### config.mk
export PLATFORM = sky130hd
export DESIGN_NAME = fir_mac_sequencer
export DESIGN_NICKNAME = d
export VERILOG_FILES = /design/src/rtl/fir_mac_sequencer.sv
export SDC_FILE = /design/constraint.sdc
export NUM_CORES = 1
export LEC_CHECK = 0
export ABC_CLOCK_PERIOD_IN_PS = 4000
export BUFFER_PORTS_ARGS = -buffer_cell sky130_fd_sc_hd__buf_2
export CAP_MARGIN = 15
export CORE_AREA = 2 2 80 44
export DETAILED_ROUTE_END_ITERATION = 6
export DIE_AREA = 0 0 82 46
export PLACE_DENSITY_LB_ADDON = 0.2
export SYNTH_ARGS = -nofsm -noshare
export SYNTH_HDL_FRONTEND = slang
export SYNTH_SLANG_ARGS = --single-unit
export TNS_END_PERCENT = 30
### constraint.sdc
create_clock -name i_clk -period 4 [get_ports i_clk]
set_input_delay 1 -clock i_clk [delete_from_list [all_inputs] [get_ports i_clk]]
set_output_delay 1 -clock i_clk [all_outputs]
set_load 0.05 [all_outputs]
### src/rtl/fir_mac_sequencer.sv
`default_nettype none
// ============================================================================
// Module   : fir_mac_sequencer
// Purpose  : Control sequencer for a time-multiplexed FIR. It clears the
//            sample history, writes each accepted sample, walks all taps
//            newest-to-oldest and issues latency-aligned MAC strobes.
// Revision : 1.0  initial release
// ============================================================================
module fir_mac_sequencer #(
  parameter int DATA_WIDTH  = 24,
  parameter int FIR_DEPTH   = 16,
  parameter int SAMPLE_LAT  = 2,
  parameter int WEIGHT_LAT  = 1,
  localparam int ADDR_WIDTH = $clog2(FIR_DEPTH)
) (
  input  logic                  i_clk,
  input  logic                  i_rst,
  input  logic                  i_en,
  input  logic                  i_din_valid,
  output logic                  o_ready,
  output logic                  o_we_sample,
  output logic                  o_zero_din,
  output logic [ADDR_WIDTH-1:0] o_addr_sample,
  output logic [ADDR_WIDTH-1:0] o_addr_weight,
  output logic                  o_mac_en,
  output logic                  o_mac_first,
  output logic                  o_mac_last,
  output logic                  o_dout_valid
);

  // Weight ROM is faster than the sample RAM; its address is issued later.
  localparam int                  WDLY    = SAMPLE_LAT - WEIGHT_LAT;
  localparam logic [ADDR_WIDTH-1:0] LAST  = ADDR_WIDTH'(FIR_DEPTH - 1);
  localparam logic [ADDR_WIDTH-1:0] ONE   = ADDR_WIDTH'(1);
  localparam logic [ADDR_WIDTH:0]   DEPTH_X = (ADDR_WIDTH + 1)'(FIR_DEPTH);

  if (DATA_WIDTH < 1 || FIR_DEPTH < 2 || SAMPLE_LAT < 1 || WEIGHT_LAT > SAMPLE_LAT)
  begin : g_param_check
    $error("fir_mac_sequencer: illegal parameter combination");
  end

  typedef enum logic [1:0] {
    S_CLEAR = 2'd0,
    S_IDLE  = 2'd1,
    S_READ  = 2'd2,
    S_DRAIN = 2'd3
  } state_e;

  state_e                  state_q, state_d;
  logic [ADDR_WIDTH-1:0]   wr_ptr_q, wr_ptr_d;
  logic [ADDR_WIDTH-1:0]   clr_cnt_q, clr_cnt_d;
  logic [ADDR_WIDTH-1:0]   base_q, base_d;
  logic [ADDR_WIDTH-1:0]   k_q, k_d;
  logic                    done_q;
  logic [SAMPLE_LAT-1:0]   tv_q, tf_q, tl_q;
  logic [ADDR_WIDTH-1:0]   whold_q;

  logic                    w_go;
  logic                    w_issue;
  logic                    w_last_out;
  logic [ADDR_WIDTH:0]     w_wrap;
  logic [ADDR_WIDTH-1:0]   w_rd_addr;
  logic                    w_wvalid;
  logic [ADDR_WIDTH-1:0]   w_waddr;

  // Strobes are only allowed out when enabled and not in reset.
  assign w_go       = i_en & ~i_rst;
  assign w_issue    = (state_q == S_READ);
  assign w_last_out = tv_q[SAMPLE_LAT-1] & tl_q[SAMPLE_LAT-1];

  // Circular read address: (base - k) mod FIR_DEPTH, valid for any depth.
  assign w_wrap    = DEPTH_X + {1'b0, base_q} - {1'b0, k_q};
  assign w_rd_addr = (base_q >= k_q) ? (base_q - k_q) : w_wrap[ADDR_WIDTH-1:0];

  // State and counters advance only on enabled cycles; reset always wins.
  always_ff @(posedge i_clk) begin
    if (i_rst) begin
      state_q   <= S_CLEAR;
      wr_ptr_q  <= '0;
      clr_cnt_q <= '0;
      base_q    <= '0;
      k_q       <= '0;
      done_q    <= 1'b0;
    end else if (i_en) begin
      state_q   <= state_d;
      wr_ptr_q  <= wr_ptr_d;
      clr_cnt_q <= clr_cnt_d;
      base_q    <= base_d;
      k_q       <= k_d;
      done_q    <= (state_q == S_DRAIN) & w_last_out;
    end
  end

  // Next-state and memory-side outputs.
  always_comb begin
    state_d       = state_q;
    wr_ptr_d      = wr_ptr_q;
    clr_cnt_d     = clr_cnt_q;
    base_d        = base_q;
    k_d           = k_q;
    o_we_sample   = 1'b0;
    o_zero_din    = 1'b0;
    o_addr_sample = wr_ptr_q;
    case (state_q)
      S_CLEAR: begin
        o_we_sample   = w_go;
        o_zero_din    = w_go;
        o_addr_sample = clr_cnt_q;
        if (clr_cnt_q == LAST) begin
          clr_cnt_d = '0;
          state_d   = S_IDLE;
        end else begin
          clr_cnt_d = clr_cnt_q + ONE;
        end
      end
      S_IDLE: begin
        o_addr_sample = wr_ptr_q;
        if (i_din_valid) begin
          o_we_sample = w_go;
          base_d      = wr_ptr_q;
          wr_ptr_d    = (wr_ptr_q == LAST) ? '0 : (wr_ptr_q + ONE);
          k_d         = '0;
          state_d     = S_READ;
        end
      end
      S_READ: begin
        o_addr_sample = w_rd_addr;
        if (k_q == LAST) begin
          k_d     = '0;
          state_d = S_DRAIN;
        end else begin
          k_d = k_q + ONE;
        end
      end
      S_DRAIN: begin
        o_addr_sample = w_rd_addr;
        if (w_last_out) begin
          state_d = S_IDLE;
        end
      end
      default: state_d = S_CLEAR;
    endcase
  end

  // Tap-valid/first/last pipe matching the sample RAM read latency.
  always_ff @(posedge i_clk) begin
    if (i_rst) begin
      tv_q <= '0;
      tf_q <= '0;
      tl_q <= '0;
    end else if (i_en) begin
      tv_q[0] <= w_issue;
      tf_q[0] <= w_issue & (k_q == '0);
      tl_q[0] <= w_issue & (k_q == LAST);
      for (int i = 1; i < SAMPLE_LAT; i++) begin
        tv_q[i] <= tv_q[i-1];
        tf_q[i] <= tf_q[i-1];
        tl_q[i] <= tl_q[i-1];
      end
    end
  end

  if (WDLY == 0) begin : g_wdly_none
    assign w_wvalid = w_issue;
    assign w_waddr  = k_q;
  end else begin : g_wdly_pipe
    logic [WDLY-1:0]       wv_q;
    logic [ADDR_WIDTH-1:0] wa_q [WDLY];

    // Delays the weight address so ROM data lands with the sample data.
    always_ff @(posedge i_clk) begin
      if (i_rst) begin
        wv_q <= '0;
        for (int i = 0; i < WDLY; i++) wa_q[i] <= '0;
      end else if (i_en) begin
        wv_q[0] <= w_issue;
        wa_q[0] <= k_q;
        for (int i = 1; i < WDLY; i++) begin
          wv_q[i] <= wv_q[i-1];
          wa_q[i] <= wa_q[i-1];
        end
      end
    end

    assign w_wvalid = wv_q[WDLY-1];
    assign w_waddr  = wa_q[WDLY-1];
  end

  // Keeps the weight address stable outside valid tap slots.
  always_ff @(posedge i_clk) begin
    if (i_rst) begin
      whold_q <= '0;
    end else if (i_en && w_wvalid) begin
      whold_q <= w_waddr;
    end
  end

  assign o_addr_weight = w_wvalid ? w_waddr : whold_q;
  assign o_ready       = (state_q == S_IDLE) & ~i_rst;
  assign o_mac_en      = w_go & tv_q[SAMPLE_LAT-1];
  assign o_mac_first   = w_go & tv_q[SAMPLE_LAT-1] & tf_q[SAMPLE_LAT-1];
  assign o_mac_last    = w_go & w_last_out;
  assign o_dout_valid  = w_go & done_q;

endmodule
`default_nettype wire

==> flow_summary_export.csv <==
group,metric,value,unit
placed_design,gp_congestion,0.784,
route,dr.pass1.iters,4,
global_route,largest_net_degree_at_the_start_of_global_routing,22,
yosys,synth_seq_cells,33,
cells_and_area,layout-drive-gt1-share,0.175,
yosys,ys_seq_area_frac,0.388,
clock_tree,tritoncts_buffers,5,
power_and_ir_drop,vdd.ir_drop.worst,0.220,mV
route,drc,0,
clock_tree,insertion_delay,0.29,ns
route,routed-via-count,1517,
power_and_ir_drop,seq_power_share,0.552,
die,cell_rows,15,
global_route,grt_antenna_before_repair,0,
die,fp.dieArea,0.00377,sq mm
timing,tightestPinTransition,0.429,ns
yosys,mappedNetlistNets,230,
cells_and_area,multi_input_area,997,sq um
critical_path,cp_common_cell,"buf_2",
yosys,ys.warnings.count,0,
critical_path,worstRegToRegCells,5,
critical_path,critical_path.cell_chain,"buf_2, inv_1, nor2_1, and3_1, buf_2",
clock_tree,tritoncts,"built",
timing,min_period_over_period,0.824,
route,antenna_violating_nets_post_route,0,
critical_path,crit_path_max_incr_delay,0.35,ns
critical_path,worstSetupEndpointType,"output pin",
yosys,syn_avg_cell_area,8.49,sq um
cells_and_area,layout.cells.most_common,"nand2_1",
yosys,synth_ff_type,"dfxtp_1",
worst_hold_path,holdCritPathClass,"reg -> reg",
clock_tree,clock_tree.buffer_depth,2,
yosys,syn_inst,213,
cells_and_area,regArea,701,sq um
route,detail_route.iter0.violations,57,
die,die_w,82,microns
timing,max_freq,0.303,GHz
cells_and_area,top_library_cells_by_usage_in_the_layout_fill_and_taps_aside,"32 x nand2_1, 29 x dfxtp_1, 23 x a21oi_1",
timing,tns,0,ns
timing,number_of_endpoints_with_negative_hold_slack_in_the_final_report,0,
timing,fin_ws,0.702,ns
critical_path,cpMaxStageDelayCell,"buf_2",
power_and_ir_drop,clock_power_share,0.390,
critical_path,path_buf_inv,3,
clock_tree,clkSlewWorstSetupHoldPaths,0.07,ns
worst_hold_path,hold_path_sink,"whold_q[2]$_SDFFE_PP0P_",
timing,skew,0.00727,ns
clock_tree,count_of_hold_fix_buffers_inserted_at_cts,0,
route,avgRoutedWirePerCell,14.6,microns
critical_path,critPathLaunchType,"input port",
global_route,grt_util_all_layers,0.239,
route,route.final.wire_length,3950,microns
clock_tree,htree_num_levels,2,
worst_hold_path,worst_hold_path.num_cells,2,
power_and_ir_drop,switching_share,0.244,
yosys,post_synth_num_cell_types,44,
cells_and_area,area_growth,9.48,%
critical_path,reg2reg_setup_slack,2.12,ns
power_and_ir_drop,p_int,467,uW
power_and_ir_drop,power.combinational.fraction,0.058,
critical_path,timing.critical_path.required,3.00,ns
power_and_ir_drop,p_switching,151,uW
timing,grt_setup_unrepaired,"false",
power_and_ir_drop,power-per-cell-area,312,mW/mm^2
critical_path,timing.setup.critical_path_class,"in -> out",
die,initial_core_util,0.573,
die,y_dimension_of_the_die,46,microns
global_route,globalRouteOverflowTotal,0,
timing,slew_viol_final,0,
global_route,via_count_of_the_first_global_routing_pass,1309,
clock_tree,clk_root_buffer_cell,"clkbuf_8",
power_and_ir_drop,static-leakage-power,0.000772,uW
placed_design,placement_setup_slack,0.715,ns
clock_tree,cts-resized-gates,0,
die,io_pins,19,
critical_path,regToRegStartpoint,"state_q[0]$_SDFFE_PP0P_",
cells_and_area,count_of_inserted_antenna_diode_cells,0,
die,core_area,0.00315,sq mm
timing,slew-limit-headroom,0.714,
critical_path,crit_path_max_fanout,20,
cells_and_area,filler_cell_count,279,
global_route,grt_first_pass_wirelength,6380,microns
yosys,synth-edff-count,4,
route,drt-vias-per-instance,5.62,
yosys,async_reset_ff_frac,0,
timing,finalWorstPathRequiredPeriod,3.30,ns
timing,number_of_failing_setup_endpoints_in_the_final_timing_report,0,
critical_path,worst_ep_arrival_time,2.30,ns
worst_hold_path,startpoint_of_the_lowest_slack_hold_path,"whold_q[2]$_SDFFE_PP0P_",
critical_path,cp_top_family,"buffers and inverters",
job,max_capacitance_violation_count,0,
clock_tree,post_cts.repair.setup_buffers,0,
yosys,area_of_the_mapped_netlist,0.00181,sq mm
critical_path,critical_path.reg2reg.endpoint,"k_q[3]$_SDFFE_PP0P_",
placed_design,hpwlAfterDp,2890,microns
cells_and_area,nets,244,
clock_tree,numClockSinks,33,
placed_design,io_buffers,18,
outcome,run_status,"complete, no violations",
-- routing by layer --
metal  vias up  GRT usage  wire [microns]
li1        759          -               -
met1       693      0.341            1990
met2        56      0.322            1570
met3         9     0.0873             322
met4         0      0.100              74
met5         -          0               0
-- final cells by class --
type                            count  share of cell area
Multi-Input combinational cell    155               0.504
Sequential cell                    33               0.354
Timing Repair Buffer               19              0.0493
Clock buffer                        6              0.0367
Tap cell                           42              0.0265
Inverter                           13              0.0247
Clock inverter                      2             0.00506
-- cells in the mapped netlist (3+ instances only) --
library cell	n	share of area
dfxtp_1	29	0.32
mux2_2	5	0.031
a21oi_1	23	0.064
nand4_1	3	0.010
nor3_1	7	0.019
clkbuf_1	5	0.010
edfxtp_1	4	0.066
xor2_1	3	0.015
nand2_1	32	0.066
ha_1	12	0.083
nand3_1	10	0.028
o21ai_0	5	0.014
mux2i_1	4	0.022
buf_2	4	0.011
inv_1	13	0.027
nor2_1	17	0.035
-- flip-flops by register name (all words and copies together) (netlist names) --
| name | count |
|---|---|
| tl_q | 2 |
| g_wdly_pipe.wa_q | 4 |
| whold_q | 4 |
| tf_q | 2 |
| k_q | 4 |
| clr_cnt_q | 4 |
| wr_ptr_q | 4 |
| base_q | 4 |
| tv_q | 2 |
| done_q | 1 |
| state_q | 2 |
-- power groups by stage --
stage          Clock, uW  Sequential, uW  Combinational, uW
6_report             241             341               36.1
5_1_grt              261             342               39.1
4_1_cts              247             341               36.0
3_5_place_dp           0             349               35.9
3_3_place_gp           0             349               35.0
2_1_floorplan          0             348               28.8
-- through the flow --
step / util / std cells / area, sq um / hold WS [ns] / power (uW)
after floorplan: - / 213 / 1810 / 0.434 / 376
after global placement: 0.602 / 262 / 1900 / 0.443 / 384
after detailed placement: 0.602 / 262 / 1900 / 0.446 / 385
after CTS: 0.628 / 270 / 1980 / 0.455 / 625
after global routing: 0.628 / 270 / 1980 / 0.477 / 642
final: 0.628 / 270 / 1980 / 0.458 / 618
-- worst register-to-register path, delay by kind of cell, from the launching register on --
kind	cells	cell delay, ns
buffers and inverters	2	0.35
DFF	1	0.35
and+or+nand+nor	1	0.55
adders and majority gates	1	0.43
AOI/OAI and AO/OA	1	0.13
-- cell families (layout without fill, tap and decap cells) --
kind of cell / count (synthesis) / after routing / synth area share
flops: 33 / 33 / 0.388
compound gates: 38 / 38 / 0.134
xor+xnor: 4 / 4 / 0.0194
simple gates: 90 / 90 / 0.242
fa+ha+maj: 13 / 13 / 0.0941
buf+inv: 25 / 40 / 0.0609
mux: 10 / 10 / 0.0616
-- how the worst max path moves through the flow --
stage,end,depth (start not counted),slack [ns],start
finish,o_mac_first,5,0.70,i_en
global route,o_mac_first,5,0.56,i_en
CTS,o_mac_first,5,0.69,i_en
detailed placement,o_mac_first,5,0.72,i_en
global placement,o_mac_first,5,0.78,i_en
floorplan,o_mac_last,4,0.56,i_en
No activity file was read; power rests on OpenSTA's default activity.
